`src/rtl/hazard_scoreboard_if.sv`:
```
// Decode-side bundle between the pipeline control and the hazard scoreboard.
// The pipeline holds the master modport; the scoreboard holds the slave.
interface hazard_scoreboard_if #(
    parameter int FW = 2
);
    logic [31:0]   instr_d;
    logic          issue;
    logic          flush;
    logic          stall;
    logic [FW-1:0] fwd_a;
    logic [FW-1:0] fwd_b;
    logic          load_a;
    logic          load_b;
    logic [15:0]   stall_cnt;

    modport master (
        output instr_d, issue, flush,
        input  stall, fwd_a, fwd_b, load_a, load_b, stall_cnt
    );

    modport slave (
        input  instr_d, issue, flush,
        output stall, fwd_a, fwd_b, load_a, load_b, stall_cnt
    );
endinterface

```
`src/rtl/hazard_scoreboard.sv`:
```
// Shift-register scoreboard of in-flight destinations feeding decode.
// It produces forwarding distances, from-load flags, load-use stalls and a stall counter.
module hazard_scoreboard #(
    parameter int DEPTH    = 3,
    parameter int ALU_LAT  = 1,
    parameter int LOAD_LAT = 2,
    parameter int FW       = $clog2(DEPTH + 1)
) (
    input  logic              clk,
    input  logic              rst,
    hazard_scoreboard_if.slave bus
);
    localparam logic [5:0] OP_RTYPE = 6'b000000;
    localparam logic [5:0] OP_LW    = 6'b100011;
    localparam logic [5:0] OP_SW    = 6'b101011;
    localparam logic [5:0] OP_BEQ   = 6'b000100;

    typedef struct packed {
        logic          not_ready;
        logic [FW-1:0] fwd;
        logic          load;
    } match_t;

    logic [DEPTH:1] sb_valid;
    logic [DEPTH:1] sb_load;
    logic [4:0]     sb_dest [1:DEPTH];
    logic [15:0]    stall_cnt_q;

    logic [5:0] opcode;
    logic [4:0] rs;
    logic [4:0] rt;
    logic [4:0] rd;
    logic       has_dest;
    logic [4:0] dest;
    logic       is_load;
    logic       use_rs;
    logic       use_rt;
    match_t     match_a;
    match_t     match_b;
    logic       stall_int;

    assign opcode = bus.instr_d[31:26];
    assign rs     = bus.instr_d[25:21];
    assign rt     = bus.instr_d[20:16];
    assign rd     = bus.instr_d[15:11];

    always_comb begin
        has_dest = 1'b0;
        dest     = 5'd0;
        is_load  = 1'b0;
        use_rs   = 1'b0;
        use_rt   = 1'b0;
        case (opcode)
            OP_RTYPE: begin
                has_dest = 1'b1;
                dest     = rd;
                use_rs   = 1'b1;
                use_rt   = 1'b1;
            end
            OP_LW: begin
                has_dest = 1'b1;
                dest     = rt;
                is_load  = 1'b1;
                use_rs   = 1'b1;
            end
            OP_SW, OP_BEQ: begin
                use_rs = 1'b1;
                use_rt = 1'b1;
            end
            default: ;
        endcase
    end

    // Scanning oldest to youngest lets the smallest matching distance overwrite the rest.
    function automatic match_t lookup(input logic [4:0] src, input logic used);
        match_t m;
        m = '0;
        for (int k = DEPTH; k >= 1; k--) begin
            if (used && (src != 5'd0) && sb_valid[k] && (sb_dest[k] == src)) begin
                m.fwd       = FW'(k);
                m.load      = sb_load[k];
                m.not_ready = (k < (sb_load[k] ? LOAD_LAT : ALU_LAT));
            end
        end
        return m;
    endfunction

    always_comb begin
        match_a = lookup(rs, use_rs);
        match_b = lookup(rt, use_rt);
    end

    assign stall_int     = bus.issue & ~bus.flush & (match_a.not_ready | match_b.not_ready);
    assign bus.stall     = stall_int;
    assign bus.fwd_a     = match_a.fwd;
    assign bus.fwd_b     = match_b.fwd;
    assign bus.load_a    = match_a.load;
    assign bus.load_b    = match_b.load;
    assign bus.stall_cnt = stall_cnt_q;

    // The scoreboard ages every cycle; stalled or flushed slots enter as bubbles.
    always_ff @(posedge clk) begin
        if (rst) begin
            sb_valid    <= '0;
            stall_cnt_q <= 16'd0;
        end else begin
            for (int k = DEPTH; k >= 2; k--) begin
                sb_valid[k] <= sb_valid[k-1];
                sb_load[k]  <= sb_load[k-1];
                sb_dest[k]  <= sb_dest[k-1];
            end
            sb_valid[1] <= bus.issue & ~bus.flush & ~stall_int & has_dest;
            sb_load[1]  <= is_load;
            sb_dest[1]  <= dest;
            if (stall_int && (stall_cnt_q != 16'hFFFF)) begin
                stall_cnt_q <= stall_cnt_q + 16'd1;
            end
        end
    end
endmodule

```
`src/flat_wrapper.sv`:
```
// flat-port wrapper written by rule: the top's interface ports become plain ports
module hazard_scoreboard_flat 
#(
    parameter int DEPTH    = 3,
    parameter int ALU_LAT  = 1,
    parameter int LOAD_LAT = 2,
    parameter int FW       = $clog2(DEPTH + 1)
)
  (clk, rst, bus_instr_d, bus_issue, bus_flush, bus_stall, bus_fwd_a, bus_fwd_b, bus_load_a, bus_load_b, bus_stall_cnt);
  hazard_scoreboard_if #(.FW(FW)) bus_i ();
  input  logic clk;
  input  logic rst;
  input wire logic [$bits(bus_i.instr_d)-1:0] bus_instr_d;
  input wire logic [$bits(bus_i.issue)-1:0] bus_issue;
  input wire logic [$bits(bus_i.flush)-1:0] bus_flush;
  output wire logic [$bits(bus_i.stall)-1:0] bus_stall;
  output wire logic [$bits(bus_i.fwd_a)-1:0] bus_fwd_a;
  output wire logic [$bits(bus_i.fwd_b)-1:0] bus_fwd_b;
  output wire logic [$bits(bus_i.load_a)-1:0] bus_load_a;
  output wire logic [$bits(bus_i.load_b)-1:0] bus_load_b;
  output wire logic [$bits(bus_i.stall_cnt)-1:0] bus_stall_cnt;
  assign bus_i.instr_d = bus_instr_d;
  assign bus_i.issue = bus_issue;
  assign bus_i.flush = bus_flush;
  assign bus_stall = bus_i.stall;
  assign bus_fwd_a = bus_i.fwd_a;
  assign bus_fwd_b = bus_i.fwd_b;
  assign bus_load_a = bus_i.load_a;
  assign bus_load_b = bus_i.load_b;
  assign bus_stall_cnt = bus_i.stall_cnt;
  hazard_scoreboard #(.DEPTH(DEPTH), .ALU_LAT(ALU_LAT), .LOAD_LAT(LOAD_LAT), .FW(FW)) u_core (.clk(clk), .rst(rst), .bus(bus_i));
endmodule
```
`config.mk`:
```
export PLATFORM = sky130hd
export DESIGN_NAME = hazard_scoreboard_flat
export DESIGN_NICKNAME = d
export VERILOG_FILES = /design/src/rtl/hazard_scoreboard_if.sv /design/src/rtl/hazard_scoreboard.sv /design/src/flat_wrapper.sv
export SDC_FILE = /design/constraint.sdc
export NUM_CORES = 1
export LEC_CHECK = 0
export ABC_CLOCK_PERIOD_IN_PS = 2100
export CORE_MARGIN = 4
export CORE_UTILIZATION = 30
export CTS_BUF_LIST = sky130_fd_sc_hd__clkbuf_8
export DETAILED_ROUTE_END_ITERATION = 8
export GPL_ROUTABILITY_DRIVEN = 0
export REMOVE_ABC_BUFFERS = 1
export SYNTH_ARGS = -nofsm -noshare
export SYNTH_HDL_FRONTEND = slang
export SYNTH_SLANG_ARGS = --single-unit
```
`constraint.sdc`:
```
create_clock -name clk -period 2.1 [get_ports clk]
set_clock_uncertainty 0.05 [all_clocks]
set_input_delay 0.21 -clock clk [delete_from_list [all_inputs] [get_ports clk]]
set_output_delay 0.21 -clock clk [all_outputs]
set_load 0.02 [all_outputs]
```
After elaboration in Yosys (flattened, before gate mapping)
Memory sizes are Yosys's and may differ from the RTL's.
Index checks and enable logic that the tools add are counted.
{ "totals": {"output_inout_bits": 23, "ff_bits": 22, "mem_bits_rw": 15, "memories": 1} }
{ "classes": {"bitwise_logic": 7, "n_mux": 15, "addsub": 1, "eq_ne": 10, "magnitude_cmp": 3, "n_reduce_logical": 21} }
{ "mem_list": {"columns": ["name", "depth", "width", "read_ports", "rd_ports_with_merged_regs", "write_ports", "line", "rtl"], "rows": [
  ["u_core.sb_dest", 3, 5, 3, 0, 3, "hazard_scoreboard.sv:26", "logic [4:0] sb_dest [1:DEPTH];"]
]} }
{ "ops": {"columns": ["op", "n"], "rows": [
  ["$lt 3x32->1 const A", 2],
  ["$lt 2x32->1 const A", 1],
  ["$eq 5x5->1", 6],
  ["$mux 4", 6],
  ["$add 16x1->16 const B", 1],
  ["$ne 16x16->1 const B", 1],
  ["$logic_and 1x1->1", 15],
  ["$eq 6x6->1 const B", 2],
  ["$pmux 5 s2", 1],
  ["$reduce_bool 5->1", 2],
  ["$eq 6x3->1 const B", 1],
  ["$logic_not 6->1", 1],
  ["$mux 2", 3],
  ["$mux 1", 5],
  ["$and 1x1->1", 4],
  ["$reduce_or 4->1", 1],
  ["$reduce_or 3->1", 1],
  ["$not 1->1", 2],
  ["$reduce_or 2->1", 1],
  ["$or 1x1->1", 1]
]} }

Longest topological paths before layout
{ "depth": {"ltp_word": 14, "ltp_mapped": 7} }

Worst setup path before layout
Ideal clock, no wire load.
{ "synth_path": {"path_kind": "register to register", "start": "reg, netlist name u_core.sb_dest[0][8]", "end": "reg u_core.stall_cnt_q[9], in the netlist u_core.bus.stall_cnt[9]", "arrival_time_ns": 1.935, "n_path_buf": 1, "path_slack_ns": -0.008, "setup_ns": 0.123, "required_time_ns": 1.927, "path_stages_with_launch": 8, "cell_sequence": "edfxtp_1 > xor2_1 > nor4_1 > and4_4 > buf_4 > nor2_2 > nor4b_1 > mux2_1"} }
{ "synth_rtl": {"columns": ["item", "line", "rtl"], "rows": [
  ["to (signal assigned)", "hazard_scoreboard.sv:116", "stall_cnt_q <= stall_cnt_q + 16'd1;"],
  ["to (decl)", "hazard_scoreboard.sv:27", "logic [15:0] stall_cnt_q;"]
]} }

==> metrics.txt <==
# TYPE chip_impl_metric gauge
chip_impl_info{name="run_status",value="finished, violations left"} 1
chip_impl_info{name="violations",value="setup timing"} 1
chip_impl_metric{name="via_count_of_the_first_global_routing_pass",unit=""} 1936
chip_impl_metric{name="synth_mux_area_share",unit="%"} 2.10
chip_impl_metric{name="yosys.area.top_type_share",unit="%"} 26.0
chip_impl_metric{name="drt.antenna.violating_nets",unit=""} 0
chip_impl_metric{name="timing.final.crit_share",unit="%"} 105
chip_impl_metric{name="ys_types",unit=""} 45
chip_impl_metric{name="insertedDiodeCount",unit=""} 0
chip_impl_metric{name="static-leakage-power",unit="nW"} 1.29
chip_impl_metric{name="timing.reg2reg.setup_slack",unit="ns"} -0.11
chip_impl_metric{name="hold_viol",unit=""} 0
chip_impl_metric{name="cp.arrival",unit="ns"} 2.34
chip_impl_metric{name="worst_slew_margin",unit="%"} 43.9
chip_impl_info{name="yosys.cell_count.top_type",value="sky130_fd_sc_hd__xor2_1"} 1
chip_impl_metric{name="drive_gt1_share",unit="%"} 36.1
chip_impl_metric{name="floorplan.io_pins",unit=""} 59
chip_impl_metric{name="design_area",unit="um^2"} 3390
chip_impl_metric{name="total_count_of_max_transition_violations_in_the_final_report",unit=""} 0
chip_impl_metric{name="tightest_slew",unit="ns"} 0.840
chip_impl_metric{name="gr_overflow_total",unit=""} 0
chip_impl_metric{name="drv_cap",unit=""} 0
chip_impl_metric{name="setup_tns",unit="ns"} -1.25
chip_impl_metric{name="grt_start_max_net_pins",unit=""} 19
chip_impl_metric{name="numCtsBuffers",unit=""} 5
chip_impl_metric{name="synth-edff-count",unit=""} 18
chip_impl_metric{name="path_clk_slew",unit="ns"} 0.07
chip_impl_metric{name="die_x",unit="um"} 91.3
chip_impl_metric{name="post_synthesis_sequential_area_ratio",unit="%"} 44.2
chip_impl_metric{name="finish.utilization",unit="%"} 50.1
chip_impl_metric{name="drtIter0Drc",unit=""} 61
chip_impl_info{name="synth_ff_type",value="sky130_fd_sc_hd__dfxtp_1"} 1
chip_impl_metric{name="net_count_final",unit=""} 349
chip_impl_info{name="clk_root_buffer_cell",value="sky130_fd_sc_hd__clkbuf_8"} 1
chip_impl_metric{name="synthArstFlopShare",unit="%"} 0
chip_impl_metric{name="dpl.hpwl",unit="um"} 4360
chip_impl_metric{name="place.port_buffers",unit=""} 47
chip_impl_metric{name="power.combinational.fraction",unit="%"} 13.6
chip_impl_metric{name="grt_antenna_before_repair",unit=""} 0
chip_impl_metric{name="cts.path.max_buffers",unit=""} 2
chip_impl_metric{name="internal_power",unit="mW"} 1.15
chip_impl_metric{name="clock_insertion_delay_worst_skew",unit="ns"} 0.29
chip_impl_metric{name="route.vias.total",unit=""} 1989
chip_impl_metric{name="clock_power_share",unit="%"} 33.5
chip_impl_metric{name="synthXorXnorAreaFrac",unit="%"} 13.0
chip_impl_info{name="worst-setup-path-type",value="register to register"} 1
chip_impl_metric{name="fin_hold_ws",unit="ns"} 0.406
chip_impl_info{name="synth_top_area_cell",value="sky130_fd_sc_hd__edfxtp_1"} 1
chip_impl_metric{name="power.sequential.fraction",unit="%"} 52.9
chip_impl_metric{name="synth_compound_area_share",unit="%"} 14.4
chip_impl_info{name="tritoncts",value="built"} 1
chip_impl_metric{name="synth.ff_latch_count",unit=""} 37
chip_impl_metric{name="coreArea",unit="um^2"} 6760
chip_impl_metric{name="synth_simple_gate_area_share",unit="%"} 22.5
chip_impl_metric{name="cts.hold.buffers_added",unit=""} 0
chip_impl_metric{name="grt_first_pass_wirelength",unit="um"} 9510
chip_impl_info{name="synth.top_cells.by_area",value="sky130_fd_sc_hd__edfxtp_1, sky130_fd_sc_hd__dfxtp_1, sky130_fd_sc_hd__xor2_1"} 1
chip_impl_metric{name="drt-total-wl",unit="um"} 5930
chip_impl_metric{name="power.net_switching",unit="mW"} 0.361
chip_impl_metric{name="wire_length_per_cell_after_detailed_routing",unit="um"} 15.1
chip_impl_metric{name="die_area",unit="um^2"} 8340
chip_impl_metric{name="synthAdderAreaFrac",unit="%"} 0.601
chip_impl_metric{name="htree_num_levels",unit=""} 2
chip_impl_metric{name="drt-vias-per-instance",unit=""} 5.06
chip_impl_metric{name="fmaxAchievable",unit="MHz"} 453
chip_impl_metric{name="finalNonFillerCells",unit=""} 393
chip_impl_metric{name="dpl.cell_count",unit=""} 373
chip_impl_metric{name="design_power_total",unit="mW"} 1.51
chip_impl_metric{name="core.rowCount",unit=""} 30
chip_impl_metric{name="drt_first_pass_iters",unit=""} 4
chip_impl_metric{name="final_setup_vio_count",unit=""} 16
chip_impl_metric{name="initial_core_util",unit="%"} 30.8
chip_impl_metric{name="synth-warning-count",unit=""} 0
chip_impl_metric{name="power.density",unit="nW/um^2"} 446
chip_impl_metric{name="die_height",unit="um"} 91.3
chip_impl_metric{name="number_of_sinks_driven_by_the_clock_tree",unit=""} 37
chip_impl_metric{name="area_growth",unit="%"} 62.6
chip_impl_info{name="combinational_family_with_the_most_area_after_synthesis",value="simple AND/OR/NAND/NOR gates"} 1
chip_impl_metric{name="post_synth.cell_area_avg",unit="um^2"} 10.1
chip_impl_info{name="synthTopCellsByCount",value="sky130_fd_sc_hd__xor2_1, sky130_fd_sc_hd__dfxtp_1, sky130_fd_sc_hd__edfxtp_1, sky130_fd_sc_hd__nand2_1, sky130_fd_sc_hd__nor2_1"} 1
chip_impl_metric{name="crit_path_max_fo",unit=""} 5
chip_impl_info{name="grt_setup_unrepaired",value="true"} 1
chip_impl_metric{name="final_period_minus_worst_setup_slack",unit="ns"} 2.21
chip_impl_metric{name="drc_errors",unit=""} 0
chip_impl_metric{name="place_ws",unit="ns"} -0.661
chip_impl_info{name="hold_class",value="register to register"} 1
chip_impl_info{name="end_kind",value="register"} 1
chip_impl_metric{name="post_synth_instance_area",unit="um^2"} 2080
chip_impl_metric{name="standard_cell_area_after_detailed_placement",unit="um^2"} 2970
chip_impl_metric{name="worst_slack",unit="ns"} -0.109
chip_impl_metric{name="postSynthCellCount",unit=""} 206
chip_impl_metric{name="crit_required",unit="ns"} 2.23
chip_impl_info{name="worstSetupStartpointType",value="register"} 1
chip_impl_metric{name="groute.usage.overall",unit="%"} 14.0
chip_impl_metric{name="ir_drop",unit="mV"} 0.209
chip_impl_metric{name="swShare",unit="%"} 23.9
==> kinds of logic (layout without fill, tap and decap cells) <==
kind of cell    after synthesis  after routing
buf+inv                      12            119
fa+ha+maj                     1              1
flops                        37             37
simple gates                 78             78
xor+xnor                     31             31
compound gates               43             43
mux                           4              4
==> cell type report <==
class                      instances  area (um^2)
clock buffer                       6         82.6
clock inverter                     2         7.51
fill                             629         3370
inverter                           9         33.8
multi-input combinational        157         1330
sequential                        37          921
tap                               80          100
timing repair buffer             102          916
==> per-layer routing <==
layer	share of wire, %	global-route usage (%)	wire [um]
met5	0	0	0
met2	51	22.3	3030
met1	45	19.3	2660
met4	0.74	4.52	44
met3	3.2	2.40	192
==> placed cells by master (no fill, tap or decap), types with 3 or more instances in the layout <==
cell type / synthesis / final
sky130_fd_sc_hd__dlygate4sd2_1: 0 / 8
sky130_fd_sc_hd__o31ai_1: 5 / 4
sky130_fd_sc_hd__nor2b_1: 4 / 4
sky130_fd_sc_hd__dfxtp_1: 19 / 19
sky130_fd_sc_hd__a22o_1: 4 / 4
sky130_fd_sc_hd__nor4_2: 1 / 5
sky130_fd_sc_hd__clkbuf_8: 0 / 6
sky130_fd_sc_hd__nor4_1: 9 / 3
sky130_fd_sc_hd__a21oi_2: 0 / 4
sky130_fd_sc_hd__xnor2_2: 0 / 3
sky130_fd_sc_hd__buf_4: 1 / 48
sky130_fd_sc_hd__and3_1: 4 / 3
sky130_fd_sc_hd__nand2_1: 12 / 12
sky130_fd_sc_hd__xor2_1: 21 / 19
sky130_fd_sc_hd__clkdlybuf4s15_1: 0 / 4
sky130_fd_sc_hd__or4_4: 0 / 4
sky130_fd_sc_hd__a21oi_1: 11 / 7
sky130_fd_sc_hd__clkdlybuf4s50_1: 0 / 26
sky130_fd_sc_hd__nand4_1: 6 / 6
sky130_fd_sc_hd__o21ai_0: 10 / 7
sky130_fd_sc_hd__or3_1: 6 / 4
sky130_fd_sc_hd__or4_1: 7 / 3
sky130_fd_sc_hd__nand3_1: 6 / 6
sky130_fd_sc_hd__edfxtp_1: 18 / 18
sky130_fd_sc_hd__buf_6: 2 / 12
sky130_fd_sc_hd__nor2_1: 12 / 11
sky130_fd_sc_hd__inv_1: 9 / 11
sky130_fd_sc_hd__o21ai_2: 1 / 3
sky130_fd_sc_hd__xnor2_1: 10 / 7
sky130_fd_sc_hd__nor4_4: 1 / 3
==> timing repair <==
action / 4_1_cts / 5_1_grt
pin swaps: 34 / 24
buffers inserted: 6 / 7
setup endpoints to repair: 23 / 23
cloned: 0 / 0
resized for setup: 80 / 35
==> flip-flops by register name (all words and copies together) (netlist names) <==
name / count
u_core.bus.stall_cnt: 16
u_core.sb_dest: 15
u_core.sb_load: 3
u_core.sb_valid: 3
==> worst paths after layout <==
kind | from | to | cells past startpoint
worst max-delay path | u_core.sb_dest[0][5] | u_core.bus.stall_cnt[5] | 7
worst min register to register | u_core.sb_load[2] | u_core.sb_load[3] | 0
worst max register to register | u_core.sb_dest[0][5] | u_core.bus.stall_cnt[5] | 7
worst min-delay path | u_core.sb_load[2] | u_core.sb_load[3] | 0
==> critical path, cell delays in order (launching register included) <==
cell                       delay, ns
sky130_fd_sc_hd__edfxtp_1       0.48
sky130_fd_sc_hd__xor2_1         0.19
sky130_fd_sc_hd__nor4_2         0.28
sky130_fd_sc_hd__and4_4         0.30
sky130_fd_sc_hd__buf_12         0.13
sky130_fd_sc_hd__nor2_4         0.05
sky130_fd_sc_hd__nor4_2         0.27
sky130_fd_sc_hd__mux2_1         0.35
==> power groups by stage <==
stage	Combinational, mW	Sequential (mW)	Clock, mW
final	0.205	0.799	0.506
after global routing	0.221	0.801	0.539
after CTS	0.186	0.798	0.520
after detailed placement	0.185	0.814	0
after global placement	0.183	0.813	0
after floorplan	0.0627	0.810	0
Note: power is estimated with default switching activity, not from simulation.
